**src/rtl/param_reg_stack.sv**
```systemverilog
// Parameterised register stack: entry 0 is the top, with push/pop/replace/swap/dup/over ops.
// Ops that would underrun operands or overrun space are rejected and flagged in sticky errors.
module param_reg_stack #(
   parameter int unsigned WIDTH = 16,
   parameter int unsigned DEPTH = 8,
   parameter int unsigned CW    = $clog2(DEPTH + 1)
) (
   input  logic             CLK,
   input  logic             RST_N,
   input  logic [2:0]       stackOP,
   input  logic [WIDTH-1:0] w,
   input  logic             err_clr,
   output logic [WIDTH-1:0] a,
   output logic [WIDTH-1:0] b,
   output logic [WIDTH-1:0] c,
   output logic [CW-1:0]    count,
   output logic             full,
   output logic             empty,
   output logic             overflow,
   output logic             underflow
);

   localparam logic [2:0] OpNop    = 3'd0;
   localparam logic [2:0] OpPush   = 3'd1;
   localparam logic [2:0] OpPopRep = 3'd2;
   localparam logic [2:0] OpPop    = 3'd3;
   localparam logic [2:0] OpPop2   = 3'd4;
   localparam logic [2:0] OpSwap   = 3'd5;
   localparam logic [2:0] OpDup    = 3'd6;
   localparam logic [2:0] OpOver   = 3'd7;

   localparam logic [CW-1:0] DepthC = CW'(DEPTH);

   logic [WIDTH-1:0] stk_q [DEPTH];
   logic [WIDTH-1:0] stk_d [DEPTH];
   logic [CW-1:0]    cnt_q, cnt_d;
   logic             ovf_q, ovf_d;
   logic             unf_q, unf_d;

   logic             need_space;
   logic [1:0]       need_ops;
   logic             lack_ops;
   logic             lack_space;
   logic [WIDTH-1:0] push_val;

   // Operand shortage is checked first so a full stack lacking operands reports underflow.
   always_comb begin
      need_space = 1'b0;
      need_ops   = 2'd0;
      case (stackOP)
         OpPush:                    need_space = 1'b1;
         OpPopRep, OpPop2, OpSwap:  need_ops   = 2'd2;
         OpPop:                     need_ops   = 2'd1;
         OpDup:   begin need_space = 1'b1; need_ops = 2'd1; end
         OpOver:  begin need_space = 1'b1; need_ops = 2'd2; end
         default: ;
      endcase
      lack_ops   = cnt_q < CW'(need_ops);
      lack_space = need_space && (cnt_q == DepthC);
   end

   always_comb begin
      stk_d    = stk_q;
      cnt_d    = cnt_q;
      push_val = w;
      if (stackOP == OpDup)  push_val = stk_q[0];
      if (stackOP == OpOver) push_val = stk_q[1];
      if (!lack_ops && !lack_space) begin
         case (stackOP)
            OpPush, OpDup, OpOver: begin
               for (int i = int'(DEPTH) - 1; i > 0; i--) stk_d[i] = stk_q[i-1];
               stk_d[0] = push_val;
               cnt_d    = cnt_q + CW'(1);
            end
            OpPopRep: begin
               stk_d[0] = w;
               for (int i = 1; i < int'(DEPTH) - 1; i++) stk_d[i] = stk_q[i+1];
               stk_d[DEPTH-1] = '0;
               cnt_d          = cnt_q - CW'(1);
            end
            OpPop: begin
               for (int i = 0; i < int'(DEPTH) - 1; i++) stk_d[i] = stk_q[i+1];
               stk_d[DEPTH-1] = '0;
               cnt_d          = cnt_q - CW'(1);
            end
            OpPop2: begin
               for (int i = 0; i < int'(DEPTH) - 2; i++) stk_d[i] = stk_q[i+2];
               stk_d[DEPTH-2] = '0;
               stk_d[DEPTH-1] = '0;
               cnt_d          = cnt_q - CW'(2);
            end
            OpSwap: begin
               stk_d[0] = stk_q[1];
               stk_d[1] = stk_q[0];
            end
            default: ;
         endcase
      end
      // A flag set on this edge survives err_clr; the other flag is still cleared.
      ovf_d = (ovf_q & ~err_clr) | (lack_space & ~lack_ops);
      unf_d = (unf_q & ~err_clr) | lack_ops;
   end

   always_ff @(posedge CLK or negedge RST_N) begin
      if (!RST_N) begin
         stk_q <= '{default: '0};
         cnt_q <= '0;
         ovf_q <= 1'b0;
         unf_q <= 1'b0;
      end else begin
         stk_q <= stk_d;
         cnt_q <= cnt_d;
         ovf_q <= ovf_d;
         unf_q <= unf_d;
      end
   end

   assign a         = stk_q[0];
   assign b         = stk_q[1];
   assign c         = stk_q[2];
   assign count     = cnt_q;
   assign full      = (cnt_q == DepthC);
   assign empty     = (cnt_q == '0);
   assign overflow  = ovf_q;
   assign underflow = unf_q;

endmodule

```
**config.mk**
```make
export PLATFORM = sky130hd
export DESIGN_NAME = param_reg_stack
export DESIGN_NICKNAME = d
export VERILOG_FILES = /design/src/rtl/param_reg_stack.sv
export SDC_FILE = /design/constraint.sdc
export NUM_CORES = 1
export LEC_CHECK = 0
export CAP_MARGIN = 25
export CORE_MARGIN = 2
export CORE_UTILIZATION = 40
export CTS_CLUSTER_SIZE = 25
export DETAILED_ROUTE_END_ITERATION = 7
export SYNTH_ARGS = -nofsm -noshare
export SYNTH_HDL_FRONTEND = slang
export SYNTH_SLANG_ARGS = --single-unit
```
**constraint.sdc**
```tcl
create_clock -name CLK -period 2.4 [get_ports CLK]
set_clock_uncertainty 0.2 [all_clocks]
set_input_delay 0.36 -clock CLK [delete_from_list [all_inputs] [get_ports CLK]]
set_output_delay 0.36 -clock CLK [all_outputs]
set_load 0.03 [all_outputs]
```
==> key figures, run 1 <==
Global route
  • First-pass GRT wire length: about 31000 um
  • Vias in the first global route: 5671
  • GR Overflow Total: 0
  • Total global routing track utilization: 19.5%
  • Initial antenna violation count: 0
  • Largest net degree at the start of global routing: 74

Worst setup path
  • Reg-to-Reg End: stk_q[3]
  • Startpoint Class: primary input
  • R2r setup slk: 100 ps
  • Setup Crit Path Kind: primary input to flip-flop
  • Reg2reg path depth: 6
  • Worst Path Max Fanout: 32
  • Crit path arrival time: 2420 ps
  • Critical Path RT: 2500 ps
  • Setup crit end kind: flip-flop
  • R2R Path Start: count[1]

Logic synthesis
  • Post-Synthesis Cells: 838
  • FFs w/ async S/R, synth: 100%
  • Post-Syn Area per Cell: around 8.7 um2
  • Syn nets: a little under 900
  • Seq/Total Area, Yosys: between 40% and 50%
  • Yosys warnings: 0
  • FF+latch count, synth: 134
  • Synth Flop Type: dfrtp_1
  • Yosys cell types: 42
  • Netlist Area Pre-Place: 7280 um2
  • Post-synth EDFFs: 0

Place
  • HPWL Detailed: 12200 um
  • Placed Area: about 8200 um2
  • Post-Place Worst Slack: -388 ps
  • # port buffers: 77
  • Gpl congestion: 0.787

Clock tree
  • CTS H-tree depth: 4
  • TritonCTS Buffers: 17
  • Root buffer cell: clkbuf_16
  • Clk sinks: 134
  • Clk_lat worst skew: 430 ps
  • Clock Tree Buf Depth: 2
  • CTS tree: yes
  • Clk slew on worst S/H paths: ~60 ps

Timing
  • Slew @ Worst Pin: 476 ps
  • Fin. max-slew vios: 0
  • Final period demand of the worst path: 2320 ps
  • Relative slew slack: 68.3%
  • PnR worst setup slack: 83.7 ps
  • Final worst-path cycle share: 96.5%
  • Setup TNS: 0 ps
  • Final Hold Fails: 0
  • Final setup violation count: 0
  • Peak Freq: 0.432 GHz

Detailed routing
  • DRT iter0 DRCs: 746
  • DRT Pass-1 Iters: 6
  • Routed len/inst: 18.2 um
  • Vias: between 6000 and 7000
  • Final antenna-violating net count: 0
  • Routed WL: 20500 um
  • DRC Markers: 0
  • Post-detailed-route via-to-cell ratio: 5.73

Min path
  • Hold Path Class: primary input to async pin

Pwr
  • Power Total: 13.8 mW
  • Power Density: 1480 nW/um2
  • Worst VDD drop: 0.710 mV
  • Leakage: roughly 3.9 nW

Cells and area
  • Leading cell type in the layout, fill and taps excluded: nor2_1
  • ANT cells: 0
  • Proportion of layout cells with a drive suffix above 1: 15.5%
  • Nets: 909
  • Synth-to-Final Area Change: 27.3%
  • Final Cell Area: 9260 um2
  • Most frequent cells in the layout: nor2_1, dfrtp_1, nand2_1, a22oi_1, clkdlybuf4s50_1

Die
  • Die Ht: around 140 um
  • Starting Density: 40.6%
  • Core area: 17900 um2
  • Die width: 139 um
  • DIE AREA: 19300 um2
  • Rows: 49
  • Top Ports: 78

Outcome
  • Outcome: completed

Run
  • Max cap viols: 0
==> cell type report <==
| class | instances | area [um2] |
|---|---|---|
| fill | 1592 | 8640 |
| multi-input combinational | 579 | 3370 |
| sequential | 134 | 3360 |
| timing repair buffer | 143 | 1560 |
| clock buffer | 20 | 457 |
| tap | 229 | 287 |
| clock inverter | 12 | 200 |
| inverter | 7 | 26.3 |
==> timing repair <==
| action | in CTS | in global routing |
|---|---|---|
| pin swaps | 0 | 2 |
| setup endpoints to repair | 2 | 130 |
| endpoints found under the hold margin | 38 | 0 |
| hold buffers | 1 | 0 |
| gates cloned | 0 | 13 |
| resized for setup | 2 | 19 |
| buffers inserted | 0 | 2 |
==> cells by family after synthesis <==
kind of cell | count (synthesis) | share of synthesized area (%)
AO/OA/AOI/OAI | 245 | 23.4
XOR/XNOR | 5 | 0.602
adder cells (fa/ha/maj) | 5 | 0.963
buffers and inverters | 127 | 10.0
flip-flops | 134 | 46.1
multiplexers | 11 | 1.69
AND/OR/NAND/NOR | 311 | 17.2
==> per-stage QoR <==
step	utilization, %	hold WS [ps]	cells
after floorplan	-	-136	838
after CTS	49.7	238	1109
final	51.7	229	1124
after global routing	51.7	274	1124
after detailed placement	46.0	116	1076
after global placement	45.9	118	1075
==> state kept, by name, summed over array words and instances (netlist names) <==
signal	count
stk_q	80
a	16
b	16
c	16
count	4
overflow	1
underflow	1
==> worst max-delay path by stage <==
stage / from / to / cells after the start
2_1_floorplan: count[1] / stk_q[10] / 8
3_5_place_dp: stackOP[1] / count[1] / 10
3_3_place_gp: stackOP[1] / count[1] / 10
4_1_cts: stackOP[1] / stk_q[46] / 10
6_report: stackOP[2] / stk_q[19] / 9
5_1_grt: stackOP[2] / stk_q[19] / 9
==> critical path, stage by stage <==
cell and delay [ps]:
clkdlybuf4s50_1 550, xnor2_1 100, ha_1 280, o31a_1 360, buf_4 190, o32ai_4 70
buf_12 190, a221oi_1 220, nor2_1 80
==> synthesized netlist by cell type, types with 2 or more instances <==
master	number	share of area, %
nor2b_1	4	0.34
o21ai_0	22	1.5
a22oi_1	86	8.9
buf_6	8	1.2
o21ai_1	2	0.14
ha_1	4	0.69
xnor2_1	4	0.48
clkbuf_1	52	2.7
a21o_1	2	0.21
buf_2	8	0.55
a221oi_1	32	3.9
a31oi_1	71	6.1
buf_1	3	0.15
nor2_1	153	7.9
a21oi_1	21	1.4
nand3_1	17	1.2
buf_4	49	5.1
nor3_1	11	0.76
mux2_2	10	1.5
nand2_1	118	6.1
dfrtp_1	134	46
inv_1	7	0.36
==> report_power, final <==
part	leakage, nW	internal (mW)	total, mW	switching [mW]
registers	1.57	3.42	4.85	1.44
logic	2.01	2.75	5.99	3.25
clock network	0.301	1.90	2.91	1.01
total	3.88	8.06	13.8	5.70
==> per-layer routing <==
metal  part of all wire [%]  track usage [%]  vias to the layer above  routed length, um
li1                       -                -                     3060                  -
met1                     49             31.4                     3112              10100
met2                     44             26.4                      248               8940
met3                    5.7             3.52                       24               1160
met4                    1.6             5.58                        0                321
met5                      0                0                        -                  0
(Power assumes the default switching activity.)
==> run 2, diff against run 1 <==
--- a/config.mk
+++ b/config.mk
@@ -5,6 +5,7 @@
 export SDC_FILE = /design/constraint.sdc
 export NUM_CORES = 1
 export LEC_CHECK = 0
+export ABC_CLOCK_PERIOD_IN_PS = 2500
 export CAP_MARGIN = 25
 export CORE_MARGIN = 2
 export CORE_UTILIZATION = 40
==> constraint.sdc (replaced) <==
create_clock -name CLK -period 2.5 [get_ports CLK]
set_clock_uncertainty 0.2 [all_clocks]
set_input_delay 0.375 -clock CLK [delete_from_list [all_inputs] [get_ports CLK]]
set_output_delay 0.375 -clock CLK [all_outputs]
set_load 0.03 [all_outputs]
==> run 2 against run 1 <==
Effect of this change:
- non-clock buffer count fell by 3
- final cell count decreased by 0.44%
- clock power decreased by 19%
- highest routed layer unchanged
- via count decreased by 3.2%
- design area fell by 3.2%
- critical path type unchanged
- setup slack better by 64 ps
- total power fell by 11%
==> key figures, run 2 (synthesized netlist as in run 1, its figures left out) <==
Die
  • Top Ports: 78 (unchanged)
  • Core area: 17900 um2 (unchanged)
  • Rows: 49 (unchanged)
  • Die width: 139 um (unchanged)
  • Die Ht: 139 um (unchanged)
  • DIE AREA: 19300 um2 (unchanged)
  • Starting Density: 40.6% (unchanged)

Min path
  • Hold Crit Depth: 2
  • Hold wc startpoint: stk_q[8]
  • Hold path endpoint: stk_q[8]
  • Hold Path Class: flip-flop to flip-flop (was primary input to async pin)

Worst setup path
  • Reg2reg path depth: 7 (was 6)
  • R2R Path Start: count[1] (unchanged)
  • Reg-to-Reg End: stk_q[46] (was stk_q[3])
  • Crit path cell chain: clkdlybuf4s50_1 -> inv_1 -> nor2_1 -> xnor2_1 -> ha_1 -> or3_4 -> o32a_4 -> buf_4 -> nor2_1 -> a31oi_1 (was clkdlybuf4s50_1 -> xnor2_1 -> ha_1 -> o31a_1 -> buf_4 -> o32ai_4 -> buf_12 -> a221oi_1 -> nor2_1)
  • Crit path max-delay cell type: clkdlybuf4s50_1 (unchanged)
  • R2r setup slk: 260 ps (was 100 ps)
  • Crit path arrival time: 2440 ps (was 2420 ps)
  • CP bufs+invs: 3 (unchanged)
  • Worst Path Max Fanout: 16 (was 32)
  • Setup Crit Path Kind: primary input to flip-flop (unchanged)
  • Worst stage delay on the critical path: 480 ps (was 550 ps)
  • Startpoint Class: primary input (unchanged)
  • Critical Path Most Common Cell: nor2_1
  • Critical Path RT: 2590 ps (was 2500 ps)
  • CP top delay family: buffers and inverters (unchanged)
  • Setup crit end kind: flip-flop (unchanged)

Detailed routing
  • Vias: 6238 (was 6444)
  • Routed len/inst: 16.8 um (was 18.2 um)
  • DRC Markers: 0 (unchanged)
  • Routed WL: 18800 um (was 20500 um)
  • Post-detailed-route via-to-cell ratio: 5.57 (was 5.73)
  • DRT Pass-1 Iters: 6 (unchanged)
  • DRT iter0 DRCs: 561 (was 746)
  • Final antenna-violating net count: 0 (unchanged)

Timing
  • Final Hold Fails: 0 (unchanged)
  • Unrepaired setup endpoints after global routing: no
  • Fin. max-slew vios: 0 (unchanged)
  • Peak Freq: about 0.43 GHz
  • Slew @ Worst Pin: 547 ps (was 476 ps)
  • Final worst-path cycle share: ~94%
  • WHS: 290 ps (was 229 ps)
  • Final setup violation count: 0 (unchanged)
  • PnR worst setup slack: 147 ps (was 83.7 ps)
  • Setup TNS: 0 ps (unchanged)
  • Relative slew slack: 63.5% (was 68.3%)
  • Final period demand of the worst path: between 2000 and 2500 ps

Clock tree
  • TritonCTS Buffers: 17 (unchanged)
  • Clk sinks: 134 (unchanged)
  • Clk slew on worst S/H paths: 50 ps (was 60 ps)
  • Setup bufs post-CTS: 0 (unchanged)
  • Clock Tree Buf Depth: 2 (unchanged)
  • Clk_lat worst skew: 420 ps (was 430 ps)
  • CTS H-tree depth: 4 (unchanged)
  • CTS tree: yes (unchanged)
  • Root buffer cell: clkbuf_16 (unchanged)

Global route
  • Total global routing track utilization: 19.8% (was 19.5%)
  • Initial antenna violation count: 0 (unchanged)
  • First-pass GRT wire length: 31400 um (was 31200 um)
  • GR Overflow Total: 0 (unchanged)
  • Largest net degree at the start of global routing: 70 (was 74)
  • Vias in the first global route: 5672 (was 5671)

Cells and area
  • Largest register FFs: 80 (unchanged)
  • Proportion of layout cells with a drive suffix above 1: 14.2% (was 15.5%)
  • Synth-to-Final Area Change: 23.2% (was 27.3%)
  • Final Cell Area: 8970 um2 (was 9260 um2)
  • ANT cells: 0 (unchanged)
  • Biggest register: stk_q (unchanged)
  • Nets: 904 (was 909)
  • Most frequent cells in the layout: nor2_1, dfrtp_1, nand2_1, a22oi_1, clkdlybuf4s50_1 (unchanged)
  • Leading cell type in the layout, fill and taps excluded: nor2_1 (unchanged)

Place
  • Gpl congestion: 0.797 (was 0.787)
  • # port buffers: 77 (unchanged)
  • Post-Place Worst Slack: -290 ps (was -388 ps)
  • HPWL Detailed: 12900 um (was 12200 um)
  • Placed Area: 8350 um2 (was 8230 um2)

Pwr
  • Leakage: 3.76 nW (was 3.88 nW)
  • Power Density: 1360 nW/um2 (was 1480 nW/um2)
  • Worst VDD drop: 0.695 mV (was 0.710 mV)

Outcome
  • Outcome: completed (unchanged)

Run
  • Max cap viols: 0 (unchanged)
## run 2: cell types whose count changed in the layout (fill, tap and decap cells not counted), sizes merged, moves of 3 or more
cell | before | now
bufinv | 5 | 0
buf | 58 | 62
clkinv | 1 | 4
clkinvlp | 6 | 3
## run 2: final cells by class
type                            instances  area [um2]
Inverter                                7        26.3
Timing Repair Buffer                  140        1450
Clock inverter                          7        42.5
Multi-Input combinational cell        577        3280
Tap cell                              229         287
Clock buffer                           25         526
Fill cell                            1661        8930
Sequential cell                       134        3360
## run 2: worst max-delay path by stage
stage,startpoint,to,slack [ps],cells past startpoint
finish,stackOP[1],stk_q[46],150,10
CTS,count[2],full,70,2
global route,stackOP[1],stk_q[41],8,10
global placement,stackOP[2],a[1],-290,6
detailed placement,stackOP[1],c[1],-290,10
floorplan,count[1],stk_q[10],-6,8
## run 2: worst register-to-register path: stages, from the launching register on
cell and delay, ps:
dfrtp_2 420, buf_4 170, ha_1 200, or3_4 420, o32a_4 300, buf_4 240, nor2_1 120, a31oi_1 50
## run 2: layer usage
layer	global-route usage (%)	routed length (um)	share of wire [%]	up-vias
met5	0	0	0	-
met4	5.95	231	1.2	0
met3	4.18	1080	5.7	17
met2	27.1	7930	42	192
met1	31.2	9600	51	2989
li1	-	-	-	3040
## run 2: what timing repair did
item,CTS,global route
resized for setup,2,2
endpoints found under the setup margin,2,12
pin swaps,0,2
endpoints found under the hold margin,50,0
hold buffers,1,0
cloned,0,1
## run 2: metrics by stage
stage          cells  util (%)  power, mW
4_1_cts         1118      49.8       12.2
3_5_place_dp    1085      46.6       9.81
5_1_grt         1119      50.1       13.1
2_1_floorplan    838         -       8.26
3_3_place_gp    1084      46.6       9.69
6_report        1119      50.1       12.2
## run 2: where the power goes
group / total, mW / internal [mW] / leakage (nW) / switching (mW)
registers: 4.61 / 3.28 / 1.57 / 1.33
clock network: 2.37 / 1.45 / 0.277 / 0.921
logic: 5.26 / 2.36 / 1.91 / 2.90
total: 12.2 / 7.09 / 3.76 / 5.15
